### src/rtl/accumulate_arbiter.sv
`default_nettype none
// ============================================================================
// Module      : accumulate_arbiter
// Description : Two requesters share one multiply-by-repeated-addition
//               datapath (Sum += X, Y times). A round-robin arbiter picks a
//               job in IDLE, the RUN state accumulates, and DONE pulses Done
//               for one cycle while the final Sum is presented.
// Revision    : 1.0 - initial release
// ============================================================================
module accumulate_arbiter #(
  parameter int N_WIDTH = 5,   // width of each addend / repeat count
  parameter int S_WIDTH = 10   // width of Sum, at least 2*N_WIDTH
) (
  input  logic               Clock,
  input  logic               Reset,
  input  logic [1:0]         Req,
  input  logic [N_WIDTH-1:0] X0,
  input  logic [N_WIDTH-1:0] Y0,
  input  logic [N_WIDTH-1:0] X1,
  input  logic [N_WIDTH-1:0] Y1,
  output logic [1:0]         Grant,
  output logic               Busy,
  output logic               Done,
  output logic               Owner,
  output logic [S_WIDTH-1:0] Sum
);

  // Sequencer states
  localparam logic [1:0] S_IDLE = 2'd0;
  localparam logic [1:0] S_RUN  = 2'd1;
  localparam logic [1:0] S_DONE = 2'd2;

  localparam logic [N_WIDTH-1:0] c_count_one = N_WIDTH'(1);

  logic [1:0]         r_state;
  logic [N_WIDTH-1:0] r_xl;      // latched addend of the granted job
  logic [N_WIDTH-1:0] r_count;   // remaining additions
  logic [S_WIDTH-1:0] r_sum;
  logic [1:0]         r_grant;
  logic               r_busy;
  logic               r_done;
  logic               r_owner;
  logic               r_last;    // most recently granted requester

  logic               w_win;
  logic [N_WIDTH-1:0] w_x_sel;
  logic [N_WIDTH-1:0] w_y_sel;
  logic [S_WIDTH-1:0] w_addend;

  // A lone request wins outright; on a tie the requester not served last wins.
  assign w_win    = (Req == 2'b11) ? ~r_last : Req[1];
  assign w_x_sel  = w_win ? X1 : X0;
  assign w_y_sel  = w_win ? Y1 : Y0;
  assign w_addend = {{(S_WIDTH-N_WIDTH){1'b0}}, r_xl};

  // Arbitration, job load, accumulation and completion sequencing.
  always_ff @(posedge Clock) begin
    if (Reset) begin
      r_state <= S_IDLE;
      r_xl    <= '0;
      r_count <= '0;
      r_sum   <= '0;
      r_grant <= 2'b00;
      r_busy  <= 1'b0;
      r_done  <= 1'b0;
      r_owner <= 1'b0;
      r_last  <= 1'b1;   // so requester 0 wins the first tie
    end else begin
      case (r_state)
        S_IDLE: begin
          if (Req != 2'b00) begin
            r_xl    <= w_x_sel;
            r_count <= w_y_sel;
            r_sum   <= '0;
            r_grant <= w_win ? 2'b10 : 2'b01;
            r_owner <= w_win;
            r_last  <= w_win;
            r_busy  <= 1'b1;
            r_state <= S_RUN;
          end
        end
        S_RUN: begin
          if (r_count != '0) begin
            r_sum   <= r_sum + w_addend;
            r_count <= r_count - c_count_one;
          end else begin
            r_done  <= 1'b1;
            r_state <= S_DONE;
          end
        end
        S_DONE: begin
          r_grant <= 2'b00;
          r_busy  <= 1'b0;
          r_done  <= 1'b0;
          r_state <= S_IDLE;
        end
        default: begin
          r_grant <= 2'b00;
          r_busy  <= 1'b0;
          r_done  <= 1'b0;
          r_state <= S_IDLE;
        end
      endcase
    end
  end

  assign Grant = r_grant;
  assign Busy  = r_busy;
  assign Done  = r_done;
  assign Owner = r_owner;
  assign Sum   = r_sum;

endmodule
`default_nettype wire

### config.mk
export PLATFORM = sky130hd
export DESIGN_NAME = accumulate_arbiter
export DESIGN_NICKNAME = d
export VERILOG_FILES = /design/src/rtl/accumulate_arbiter.sv
export SDC_FILE = /design/constraint.sdc
export NUM_CORES = 1
export LEC_CHECK = 0
export CAP_MARGIN = 25
export CORE_MARGIN = 4
export CORE_UTILIZATION = 35
export DETAILED_ROUTE_END_ITERATION = 16
export PLACE_DENSITY = 0.64
export SLEW_MARGIN = 20
export SYNTH_ARGS = -nofsm -noshare
export SYNTH_HDL_FRONTEND = slang
export SYNTH_SLANG_ARGS = --single-unit
### constraint.sdc
create_clock -name Clock -period 2.6 [get_ports Clock]
set_clock_uncertainty 0.15 [all_clocks]
set_input_delay 0.26 -clock Clock [delete_from_list [all_inputs] [get_ports Clock]]
set_output_delay 0.26 -clock Clock [all_outputs]
set_load 0.02 [all_outputs]
======== After elaboration in Yosys (flattened, before gate mapping) ========
Index checks and enable logic that the tools add are counted.
operators by class
  add/sub/neg operators ................... 2
  equal/unequal tests ..................... 5
  mux-type cells .......................... 19
  bitwise gates (word level) .............. 3
  reductions and logical operators ........ 9
operators by type and width
  cell                 count
  $mux 10              2
  $mux 5               4
  $pmux 10 s2          1
  $add 10x5->10        1
  $pmux 5 s2           1
  $mux 2               4
  $pmux 2 s2           2
  $reduce_and 2->1     4
  $ne 2x2->1 const B   3
  $reduce_bool 5->1    1
  $sub 5x1->5 const B  1
  $pmux 1 s2           2
  $reduce_bool 2->1    2
  $mux 1               3
  $not 1->1            3
  $reduce_and 3->1     1
  $eq 2x1->1 const B   1
  $eq 2x2->1 const B   1
  $logic_not 2->1      1
word-level totals
  flip-flop bits (word level) ............. 28
  input bits .............................. 24
  output and inout bits ................... 15
  logic and storage cells ................. 47

======== Logic depth before layout (Yosys ltp) ========
  depth in word-level cells ............... 5
  mapped depth ............................ 8
  depth with buffers taken out ............ 8

======== Worst setup path after synthesis ========
OpenSTA, ideal clock, no wires.
  path kind ............................... reg-to-reg
  start ................................... reg r_sum[0] (netlist: Sum[0])
  end ..................................... reg r_sum[8] (netlist: Sum[8])
  library setup time ...................... 0.128 ns
  data arrival time ....................... 1.756 ns
  required time ........................... 2.322 ns
  slack ................................... 0.566 ns
  cell stages (with the launch flop) ...... 9
  buffers on the path ..................... 0
  clock period less this slack ............ 2.034 ns
  cell sequence ........................... dfxtp_1 -> ha_1 -> inv_1 -> fa_1 -> nand2b_1 -> a21oi_1 -> o2111ai_1 -> xor2_1 -> nor2_1
between the ends
  word-level cells in the longest chain between the ends .. 3
RTL lines
  element                   line  text
  start: declaration        38    logic [S_WIDTH-1:0] r_sum;
  start signal: assignment  84    r_sum <= r_sum + w_addend;
  $add 10x5->10             84
  $mux 10                   83    if (r_count != '0) begin
  $pmux 10 s2               69    case (r_state)
Every way passes these cells. The select of a mux whose other input is x is not followed.
A chain may end at the register's enable or synchronous reset.

======== Worst setup path in the final report ========
Same ends and word-level chain as after synthesis.

==> impl_results.md <==
* Status: completed
* Crit-path max FO at 3
* Layout cell share with drive strength beyond 1 at under 10%
* Placer Congestion at 0.786
* Num CTS Buffers at 3
* Max rail drop VDD at between 0.0002 and 0.0003 V
* Fill cells at 373
* Register-to-Register Setup Slack at 0.52 ns
* GR Layer Usage met1 at approximately 17%
* Vias at 1249
* Crit. Startpoint: Sum[0]$_SDFFE_PP0P_
* # diodes at 0
* Final Setup Violations at 0
* Avg Inst Size Synth at 9.12 sq um
* Leakage power total at between 0.7 and 0.8 nW
* GR Util met2 at 21.1%
* CTS tree: done
* Pint at approximately 0.0008 W
* Wire per inst at 13.1 um
* Via density at 5.04
* DRC at 0
* Pre-Repair DR Iteration Count at 4
* WP buf/inv at 1
* Die X at 72.6 um
* Gr ovfl total at 0
* # clock sinks at 28
* Hold Crit Start: Sum[3]$_SDFFE_PP0P_
* Post CTS Setup Buffer Count at 0
* CTS Buffer Depth at 2
* Yosys Warn Count at 0
* DP Worst Slack at 0.538 ns
* Placed Cells incl. Taps at 245
* Final Hold Viols at 0
* Yosys cell types at slightly above 40
* Post-synthesis sequential area ratio at 38.4%
* Final wirelength at 3260 um
* CP Cell Sequence: ha_1 > inv_1 > fa_1 > nand2b_1 > a21oi_1 > o2111ai_1 > xor2_1 > nor2_1
* Reg-to-Reg End: Sum[8]$_SDFFE_PP0P_
* Post-CTS Hold Fix Bufs at 0
* Clock Tree Root: clkbuf_8
* Startpoint Class: flop
* Std-Cell Rows at 23
* Arrival time at the worst endpoint at around 2.1 ns
* Slowest Stage Delay on Critical Path at 0.38 ns
* Antenna violations before repair at 0
* Overall Power at 0.00121 W
* Max Transition Viols Final at 0
* Setup WS post-layout at 0.524 ns
* Largest net degree at the start of global routing at 15
* Mapped Area at 1460 sq um
* Slowest-stage cell, CP: fa_1
* Number of max-cap violations at 0
* Critical Path RT at approximately 2.6 ns
* Total negative slack at 0 ns
* Min Clock Period, post-route at 2.08 ns
* Pwr/cell area at 628 nW/um^2
* Sequential share of power at between 40% and 50%
* Period utilization at 79.8%
* Crit path kind: flop to flop
* Synth Flop Type: dfxtp_1
* Switching fraction of total power at between 30% and 40%
* Clk pin slew, worst setup/hold paths at 0.09 ns
* Number of H-tree levels at 1
* FMAX at approximately 480 MHz
* Comb power frac at 35.4%
* Hold path endpoint: Sum[3]$_SDFFE_PP0P_
* Critical path capture point type: flop
* Final Net Count at about 230
* Chip height at 72.6 um
* Synthesized flop and latch total at 28
* Met3 usage in global routing at 2.77%
* Area added between synthesis and finish at 32.0%
* Worst slew margin at 59.6%
* Total net switching power at 0.000410 W
* Hold path depth at 2
* Cells after Synth at 160
* Clock power frac at 19.6%
* Initial Utilization at between 30 and 40%
* Routed Antenna Nets at 0
* Count of input and output buffers at 38
* Core ar. at 4030 sq um
* Synth Net Count at 191
* Global route hottest layer: met2
* Final Util at 47.8%
* PostCTS Resize Cnt at 0
* Gr usage total at between 10% and 20%
* CP delay by family, top: adder cells
* Vias in the first global route at 1206
* Initial drt markers at 51
* First-pass GRT wire length at 5490 um
* Reg2Reg Depth at 8
* Slew @ Worst Pin at 0.601 ns
* DIE AREA at 5260 sq um
* Final cell count without fillers at between 200 and 250
* DP HPWL at 2580 um
* Worst flop-to-flop path startpoint: Sum[0]$_SDFFE_PP0P_
* Hold crit path type: flop to flop
* RSZ-0062 raised after global routing: false
* Number of synthesized flops with an enable pin at 0
* # IOs at 39
* Clk_lat worst skew at 0.28 ns
* Ys async rst share at 0%
## synthesized netlist by cell type (2+ instances only)
library cell	instances	area share, %
buf_6	2	1.5
a211oi_1	9	4.6
and2_1	3	1.3
a32o_1	3	2.1
nor2b_1	2	0.86
nand2_1	8	2.1
a21oi_1	7	2.4
inv_1	8	2.1
buf_2	2	0.69
clkbuf_1	2	0.51
or2_2	2	0.86
o21ai_1	3	1.0
nor3_1	5	1.7
dfxtp_1	28	38
xor2_1	4	2.4
nor2_1	20	5.1
mux2i_1	9	6.2
o21ai_0	9	3.1
o211ai_1	2	1.0
nand2b_1	2	0.86
o31ai_1	3	1.5
nand3_1	3	1.0
ha_1	6	5.1
## power groups by stage
stage | Combinational, W | Sequential (W) | Clock [W]
final | 0.000428 | 0.000545 | 0.000236
after floorplan | 0.000289 | 0.000560 | 0
after global placement | 0.000416 | 0.000552 | 0
after CTS | 0.000433 | 0.000545 | 0.000242
after detailed placement | 0.000431 | 0.000554 | 0
after global routing | 0.000477 | 0.000552 | 0.000256
## layout by cell type, fill, tap and decap left out, types with 2 or more instances in the layout
cell type,count
a21oi_1,7
nor2b_1,2
mux2i_1,9
dfxtp_1,28
clkdlybuf4s50_1,38
inv_1,8
or2_2,2
o211ai_1,2
o21ai_1,3
a32o_1,3
and2_1,3
nand3_1,3
a211oi_1,9
nand2b_1,2
ha_1,6
xor2_1,4
nor3_1,5
clkbuf_8,3
o31ai_1,3
nand2_1,8
buf_4,3
o21ai_0,9
nor2_1,20
## sequential cells by signal, indices dropped and copies added (netlist names)
register	flops
r_xl	5
r_state	2
Sum	10
r_last	1
Owner	1
r_count	5
Done	1
Busy	1
Grant	2
## area by class of cell
class	count	area (sq um)	area share (%)
repair buffers	41	403	20.9
clock buffers	3	41.3	2.14
well taps	50	62.6	3.25
flip-flops and latches	28	561	29.1
multi-input cells	118	828	43.0
inverters	8	30.0	1.56
## kinds of logic (layout without fill, tap and decap cells)
| group | Yosys count | after routing | synth area share [%] |
|---|---|---|---|
| simple gates | 54 | 54 | 19.9 |
| xor+xnor | 4 | 4 | 2.40 |
| fa+ha+maj | 7 | 7 | 6.52 |
| buf+inv | 14 | 52 | 4.80 |
| flops | 28 | 28 | 38.4 |
| compound gates | 44 | 44 | 21.8 |
| mux | 9 | 9 | 6.18 |
## worst max-delay path by stage
| stage | to | slack, ns | cells after the start |
|---|---|---|---|
| floorplan | Sum[8]$_SDFFE_PP0P_ | 0.57 | 8 |
| global placement | Sum[8]$_SDFFE_PP0P_ | 0.57 | 8 |
| detailed placement | Sum[0]$_SDFFE_PP0P_ | 0.54 | 5 |
| CTS | Sum[8]$_SDFFE_PP0P_ | 0.53 | 8 |
| global route | Sum[6]$_SDFFE_PP0P_ | 0.39 | 8 |
| finish | Sum[8]$_SDFFE_PP0P_ | 0.52 | 8 |
## metrics by stage
stage | area (sq um) | hold WS (ns)
finish | 1930 | 0.341
global route | 1930 | 0.364
CTS | 1930 | 0.340
detailed placement | 1880 | 0.327
global placement | 1880 | 0.312
floorplan | 1460 | 0.189
## tightest hold or removal path: cells and delay by family (launching register included)
kind	cells	cell delay, ns
flip-flops	1	0.34
AO/OA/AOI/OAI	1	0.05
AND/OR/NAND/NOR	1	0.06
## metal layers
layer / up-vias / share of wire (%)
met4: 0 / 2.0
met1: 558 / 48
met3: 5 / 4.2
met5: - / 0
met2: 34 / 45
li1: 652 / -
Power figures use the tool's default switching activity.
